**src/rtl/rede_pkg.sv**
```systemverilog
// Shared constants and types for the rede output collector.
package rede_pkg;

   localparam int NUBITS_D = 31;
   localparam int NUIOOU_D = 4;
   localparam int FDEPTH_D = 2;
   localparam int FCW      = 16;

   typedef enum logic {
      IDLE = 1'b0,
      SEND = 1'b1
   } ser_state_e;

endpackage

```
**src/rtl/rede_out_collector_if.sv**
```systemverilog
// Host-side word stream of the rede output collector.
interface rede_out_if
   import rede_pkg::*;
#(
   parameter int NUBITS = NUBITS_D,
   parameter int CW     = 2
) ();

   logic [NUBITS-1:0] m_data;
   logic [CW-1:0]     m_chan;
   logic              m_valid;
   logic              m_ready;
   logic              m_last;

   modport master (
      output m_data, m_chan, m_valid, m_last,
      input  m_ready
   );

   modport slave (
      input  m_data, m_chan, m_valid, m_last,
      output m_ready
   );

endinterface

```
**src/rtl/rede_frame_fifo.sv**
```systemverilog
// Frame FIFO with pop-before-push when full and a look-ahead head.
module rede_frame_fifo #(
   parameter int W     = 124,
   parameter int DEPTH = 2
) (
   input  logic         clk,
   input  logic         rst,
   input  logic         push_i,
   input  logic         pop_i,
   input  logic [W-1:0] wdata_i,
   output logic         full_o,
   output logic         empty_o,
   output logic [W-1:0] head_o,
   output logic [W-1:0] head_nxt_o,
   output logic         empty_nxt_o
);

   localparam int AW = $clog2(DEPTH);

   logic [W-1:0]  mem_q [DEPTH];
   logic [AW:0]   wp_q, wp_d;
   logic [AW:0]   rp_q, rp_d;
   logic [AW:0]   cnt, cnt_nxt;
   logic [AW-1:0] rp1;
   logic          push_ok, pop_ok;

   assign cnt     = wp_q - rp_q;
   assign full_o  = (cnt == (AW+1)'(DEPTH));
   assign empty_o = (cnt == '0);
   assign pop_ok  = pop_i & ~empty_o;
   assign push_ok = push_i & (~full_o | pop_ok);
   assign wp_d    = wp_q + (AW+1)'(push_ok);
   assign rp_d    = rp_q + (AW+1)'(pop_ok);
   assign rp1     = rp_q[AW-1:0] + AW'(1);
   assign head_o  = mem_q[rp_q[AW-1:0]];
   assign cnt_nxt = cnt + (AW+1)'(push_ok) - (AW+1)'(pop_ok);
   assign empty_nxt_o = (cnt_nxt == '0);

   // Head as it will be after this cycle's pop/push settle
   always_comb begin
      head_nxt_o = head_o;
      if (pop_ok) begin
         head_nxt_o = (cnt > (AW+1)'(1)) ? mem_q[rp1] : wdata_i;
      end else if (empty_o) begin
         head_nxt_o = wdata_i;
      end
   end

   always_ff @(posedge clk) begin
      if (rst) begin
         wp_q <= '0;
         rp_q <= '0;
      end else begin
         wp_q <= wp_d;
         rp_q <= rp_d;
      end
   end

   always_ff @(posedge clk) begin
      if (push_ok) begin
         mem_q[wp_q[AW-1:0]] <= wdata_i;
      end
   end

endmodule

```
**src/rtl/rede_out_collector.sv**
```systemverilog
// Collects one-hot strobed processor words into frames and streams them out.
module rede_out_collector
   import rede_pkg::*;
#(
   parameter int NUBITS = NUBITS_D,
   parameter int NUIOOU = NUIOOU_D,
   parameter int FDEPTH = FDEPTH_D,
   parameter int CW     = $clog2(NUIOOU)
) (
   input  logic              clk,
   input  logic              rst,
   input  logic [NUBITS-1:0] io_out,
   input  logic [NUIOOU-1:0] out_en,
   rede_out_if.master        m,
   output logic              ovf,
   output logic              perr,
   input  logic              err_clr,
   output logic [FCW-1:0]    frame_cnt
);

   typedef logic [NUIOOU-1:0][NUBITS-1:0] frame_t;

   localparam logic [CW-1:0] LAST = CW'(NUIOOU-1);

   frame_t            slot_q, slot_d;
   logic [NUIOOU-1:0] mask_q, mask_d, mask_new;
   logic              one_hot, multi, dup, complete;
   logic              ovf_q, ovf_d, perr_q, perr_d;
   logic [FCW-1:0]    fcnt_q, fcnt_d;

   frame_t            head, head_nxt;
   logic              full, empty, empty_nxt;
   logic              pop, push_ok;

   ser_state_e        state_q, state_d;
   logic [CW-1:0]     idx_q, idx_d;
   logic [NUBITS-1:0] data_q, data_d;
   logic              last_q, last_d;

   always_comb begin
      one_hot  = ($countones(out_en) == 1);
      multi    = ($countones(out_en) > 1);
      slot_d   = slot_q;
      mask_new = mask_q;
      if (one_hot) begin
         mask_new = mask_q | out_en;
         for (int k = 0; k < NUIOOU; k++) begin
            if (out_en[k]) slot_d[k] = io_out;
         end
      end
      dup      = one_hot & (|(mask_q & out_en));
      complete = one_hot & (&mask_new);
      mask_d   = complete ? '0 : mask_new;
   end

   // Last word of the head frame leaving frees its slot this cycle
   assign pop     = (state_q == SEND) & m.m_ready & last_q & ~empty;
   assign push_ok = complete & (~full | pop);

   always_comb begin
      ovf_d  = err_clr ? 1'b0 : (ovf_q | (complete & full & ~pop));
      perr_d = err_clr ? 1'b0 : (perr_q | dup | multi);
      fcnt_d = fcnt_q + FCW'(push_ok);
   end

   rede_frame_fifo #(
      .W     (NUIOOU*NUBITS),
      .DEPTH (FDEPTH)
   ) u_fifo (
      .clk         (clk),
      .rst         (rst),
      .push_i      (complete),
      .pop_i       (pop),
      .wdata_i     (slot_d),
      .full_o      (full),
      .empty_o     (empty),
      .head_o      (head),
      .head_nxt_o  (head_nxt),
      .empty_nxt_o (empty_nxt)
   );

   always_comb begin
      state_d = state_q;
      idx_d   = idx_q;
      data_d  = data_q;
      unique case (state_q)
         IDLE: begin
            if (!empty_nxt) begin
               state_d = SEND;
               idx_d   = '0;
               data_d  = head_nxt[0];
            end
         end
         SEND: begin
            if (m.m_ready) begin
               if (last_q) begin
                  idx_d = '0;
                  if (!empty_nxt) data_d = head_nxt[0];
                  else state_d = IDLE;
               end else begin
                  idx_d  = idx_q + CW'(1);
                  data_d = head[idx_d];
               end
            end
         end
      endcase
      last_d = (state_d == SEND) && (idx_d == LAST);
   end

   always_ff @(posedge clk) begin
      if (rst) begin
         mask_q  <= '0;
         ovf_q   <= 1'b0;
         perr_q  <= 1'b0;
         fcnt_q  <= '0;
         state_q <= IDLE;
         idx_q   <= '0;
         data_q  <= '0;
         last_q  <= 1'b0;
      end else begin
         mask_q  <= mask_d;
         ovf_q   <= ovf_d;
         perr_q  <= perr_d;
         fcnt_q  <= fcnt_d;
         state_q <= state_d;
         idx_q   <= idx_d;
         data_q  <= data_d;
         last_q  <= last_d;
      end
   end

   always_ff @(posedge clk) begin
      slot_q <= slot_d;
   end

   assign m.m_data   = data_q;
   assign m.m_chan   = idx_q;
   assign m.m_valid  = (state_q == SEND);
   assign m.m_last   = last_q;
   assign ovf        = ovf_q;
   assign perr       = perr_q;
   assign frame_cnt  = fcnt_q;

endmodule

```
**src/flat_wrapper.sv**
```systemverilog
// flat-port wrapper written by rule: the top's interface ports become plain ports
module rede_out_collector_flat import rede_pkg::*;
#(
   parameter int NUBITS = NUBITS_D,
   parameter int NUIOOU = NUIOOU_D,
   parameter int FDEPTH = FDEPTH_D,
   parameter int CW     = $clog2(NUIOOU)
)
  (clk, rst, io_out, out_en, ovf, perr, err_clr, frame_cnt, m_m_data, m_m_chan, m_m_valid, m_m_last, m_m_ready);
  rede_out_if #(.NUBITS(NUBITS), .CW(CW)) m_i ();
  input  logic clk;
  input  logic rst;
  input  logic [NUBITS-1:0] io_out;
  input  logic [NUIOOU-1:0] out_en;
  output logic ovf;
  output logic perr;
  input  logic err_clr;
  output logic [FCW-1:0] frame_cnt;
  output wire logic [$bits(m_i.m_data)-1:0] m_m_data;
  output wire logic [$bits(m_i.m_chan)-1:0] m_m_chan;
  output wire logic [$bits(m_i.m_valid)-1:0] m_m_valid;
  output wire logic [$bits(m_i.m_last)-1:0] m_m_last;
  input wire logic [$bits(m_i.m_ready)-1:0] m_m_ready;
  assign m_m_data = m_i.m_data;
  assign m_m_chan = m_i.m_chan;
  assign m_m_valid = m_i.m_valid;
  assign m_m_last = m_i.m_last;
  assign m_i.m_ready = m_m_ready;
  rede_out_collector #(.NUBITS(NUBITS), .NUIOOU(NUIOOU), .FDEPTH(FDEPTH), .CW(CW)) u_core (.clk(clk), .rst(rst), .io_out(io_out), .out_en(out_en), .m(m_i), .ovf(ovf), .perr(perr), .err_clr(err_clr), .frame_cnt(frame_cnt));
endmodule
```
**config.mk**
```make
export PLATFORM = sky130hd
export DESIGN_NAME = rede_out_collector_flat
export DESIGN_NICKNAME = d
export VERILOG_FILES = /design/src/rtl/rede_pkg.sv /design/src/rtl/rede_out_collector_if.sv /design/src/rtl/rede_frame_fifo.sv /design/src/rtl/rede_out_collector.sv /design/src/flat_wrapper.sv
export SDC_FILE = /design/constraint.sdc
export NUM_CORES = 1
export LEC_CHECK = 0
export BUFFER_PORTS_ARGS = -buffer_cell sky130_fd_sc_hd__buf_4
export CORE_MARGIN = 2
export CORE_UTILIZATION = 50
export CTS_BUF_LIST = sky130_fd_sc_hd__clkbuf_16
export CTS_CLUSTER_DIAMETER = 30
export DETAILED_ROUTE_END_ITERATION = 8
export GPL_TIMING_DRIVEN = 0
export PLACE_DENSITY = 0.7
export SLEW_MARGIN = 20
export SYNTH_ARGS = -nofsm -noshare
export SYNTH_HDL_FRONTEND = slang
export SYNTH_SLANG_ARGS = --single-unit
```
**constraint.sdc**
```tcl
create_clock -name clk -period 5.9 [get_ports clk]
set_clock_uncertainty 0.15 [all_clocks]
set_input_delay 0.885 -clock clk [delete_from_list [all_inputs] [get_ports clk]]
set_output_delay 0.885 -clock clk [all_outputs]
set_load 0.05 [all_outputs]
```
==> metrics <==
commonest non-fill, non-tap cells in the layout=edfxtp_1, dfxtp_1, mux2_2; routability congestion estimate from global placement=0.8527; unrepaired setup endpoints after global routing=no; crit-path leading delay family=simple AND/OR/NAND/NOR gates; grt ovf=0; post-route setup slack=1.366 ns; synth unique cells=55; status=finished clean; Synth Cell Area=17060 sq um; final period utilization=76.84%; initial antenna violation count=1; final net count=1337; Ys Warns=0; CP endpoint=u_core.m.m_data[12]$_SDFFE_PP0P_; first-iteration detailed-routing DRC count=893; Slew Viols, Final=0; VDD IR max=325.5 uV; antenna cells=0; worst path bufs/invs=3; H-tree Lvls=3; post-synthesis sequential area ratio=65.37%; synthesized netlist cell count=1110; critical path depth in cells=16; fin crit period=4.534 ns; Clock Tree Buf Depth=3; die span in x=188.7 um; pwr/cell area=472.1 nW/um^2; Hold Vio Cnt, Final=0; Tot GR Track Use=23.27%; top_reg_cell synth=edfxtp_1; Die Area=35610 sq um; R2R Path End=u_core.m.m_data[12]$_SDFFE_PP0P_; CP Class=input port to flip-flop; Least-Margin Pin Slew=1.127 ns; leakage=7.602 nW; placed instance area=18450 sq um; met1 Use GR=29.63%; Crit Path Max Fanout=8; Hold Crit Class=flip-flop to flip-flop; commonest non-fill, non-tap cell in the layout=edfxtp_1; DRC=0; number of synthesized flops with an enable pin=248; Synth Area per Inst=15.37 sq um; clock tree sinks=433; wire length per cell after detailed routing=22.98 um; IO Port Bufs=90; worst skew pair latency=0.59 ns; Worst Setup SP=out_en[2]; Top-Level Pins=92; met3 Use GR=4.656%; CP Capture Type=flip-flop; CP most frequent cell=ha_1; cell depth of the worst flop-to-flop path=12; Slew headroom=24.89%; final setup violation count=0; hold_buf cts=0; setup TNS=0 ns; met2 usage=39.04%; first-pass GRT wire length=62.11 mm; R2R Setup Slk=2.48 ns; syn_nets=1159; WP data required=6.25 ns; fmax=0.2206 GHz; share of cells above drive strength 1=34.54%; DRT Pass-1 Iters=5; vias in the first global route=10534; HPWL after DPL=25.83 mm; routed vias/inst=5.800; Post-CTS Setup Repair Bufs=0; async set or reset register ratio after synthesis=0%; synthesis-to-layout area growth=25.23%; critical path's largest stage delay=0.49 ns; antenna viol nets, final=0; Post-CTS Resized=0; row count=67; Cell Chain, Critical Path=buf_4 > ha_1 > ha_1 > fa_1 > nor3b_1 > and3_1 > clkbuf_1 > xnor2_1 > a221oi_1 > ha_1 > xnor2_2 > and4b_4 > nor3_2 > nand2b_1 > buf_2 > o22ai_1; Clock Pin Slew Worst Setup and Hold Paths=0.05 ns; DR vias=10457; Starting Density=50.87%; final WL=41.44 mm; Critical Path Source Type=input port; GRT busiest layer=met2; Max-cap violations=0; worst reg2reg path startpoint=u_core.u_fifo.wp_q[0]$_SDFF_PP0_; Fin Hold WS=0.3343 ns; Design Area, Final=21360 sq um; #FFs+latches synth=433; cts bufs inserted=80; die height=188.7 um; Place WS=0.7349 ns; pin count of the biggest net entering global routing=42; CP Data Arrival Time=4.89 ns; CTS tree=built; root buffer cell=clkbuf_16; slowest CP cell=nor3_2; Core ar.=33530 sq um
==> cell type report <==
| cell class | instances | area (sq um) |
|---|---|---|
| fill | 2403 | 12170 |
| clock inverter | 64 | 790.8 |
| clock buffer | 85 | 2127 |
| timing repair buffer | 96 | 810.8 |
| inverter | 5 | 18.77 |
| multi-input combinational | 601 | 5562 |
| tap | 448 | 560.5 |
| buffer | 71 | 342.8 |
| sequential | 433 | 11150 |
==> sequential cells by signal, indices dropped and copies added (netlist names) <==
register,flops
u_core.u_fifo.mem_q,248
u_core.slot_q,124
u_core.m.m_data,31
u_core.frame_cnt,16
u_core.mask_q,4
u_core.m.m_chan,2
u_core.u_fifo.rp_q,2
u_core.u_fifo.wp_q,2
u_core.m.m_last,1
u_core.m.m_valid,1
u_core.ovf,1
u_core.perr,1
==> worst reg2reg max path, delay by kind of cell (launching register included) <==
family	cells	cell delay, ns
fa+ha+maj	2	0.48
flops	1	0.33
buf+inv	2	0.30
compound gates	2	0.44
simple gates	3	0.89
xor+xnor	3	0.75
==> power by group <==
part	internal [mW]	leakage, nW	total, mW	switching [mW]
combinational	0.527	2.39	1.17	0.639
clock	3.26	1.43	4.84	1.58
sequential	3.94	3.78	4.08	0.134
==> per-stage QoR <==
step	util [%]	std cells	total power, mW
2_1_floorplan	-	1110	4.935
3_3_place_gp	54.56	1648	5.181
3_5_place_dp	55.01	1654	5.273
4_1_cts	63.71	1803	10.13
5_1_grt	63.71	1803	10.41
6_report	63.71	1803	10.09
==> synthesized netlist by cell type, drive strengths merged (2+ instances only) <==
library cell	instances	area [sq um]
o21ba	8	80.08
a21oi	31	173.9
nand3	10	55.05
a211oi	19	142.6
o221a	14	157.7
o21a	4	30.03
or3	4	25.02
clkbuf	32	120.1
and3	4	25.02
nor2b	6	37.54
inv	5	18.77
and2	7	43.79
edfxtp	248	7447
xor2	8	70.07
mux2	126	1419
a31oi	2	12.51
buf	39	222.7
o22ai	9	56.30
nand2	31	116.4
nand2b	2	12.51
mux2i	92	920.9
nor3	5	30.03
o21ai	39	195.2
dfxtp	185	3704
xnor2	11	111.4
nor2	49	183.9
a2111oi	2	23.77
ha	9	112.6
a221oi	18	157.7
o22a	2	17.52
mux4	41	923.4
a22oi	36	270.3
==> how the worst min path moves through the flow <==
stage | from | end | slack, ns | cells past startpoint
final | u_core.slot_q[37]$_DFF_P_ | u_core.slot_q[37]$_DFF_P_ | 0.33 | 1
after global routing | err_clr | u_core.perr$_SDFF_PP0_ | 0.34 | 2
after CTS | u_core.slot_q[82]$_DFF_P_ | u_core.slot_q[82]$_DFF_P_ | 0.33 | 1
after detailed placement | u_core.slot_q[105]$_DFF_P_ | u_core.slot_q[105]$_DFF_P_ | 0.32 | 1
after global placement | u_core.slot_q[113]$_DFF_P_ | u_core.slot_q[113]$_DFF_P_ | 0.31 | 1
after floorplan | u_core.slot_q[123]$_DFF_P_ | u_core.slot_q[123]$_DFF_P_ | 0.31 | 1
==> per-layer routing <==
layer,part of all wire [%],vias up,wire length [um]
met5,0.027,-,11
li1,-,4685,-
met4,3.1,2,1299
met1,41,5259,17030
met3,6.2,104,2585
met2,49,407,20510
==> logic make-up after synthesis <==
logic type	Yosys count	synth area share (%)
AO/OA/AOI/OAI	187	7.936
multiplexers	259	19.13
flip-flops	433	65.37
buffers and inverters	76	2.120
AND/OR/NAND/NOR	125	3.469
XOR/XNOR	20	1.203
adder cells (fa/ha/maj)	10	0.7775
Note: power is estimated with default switching activity, not from simulation.
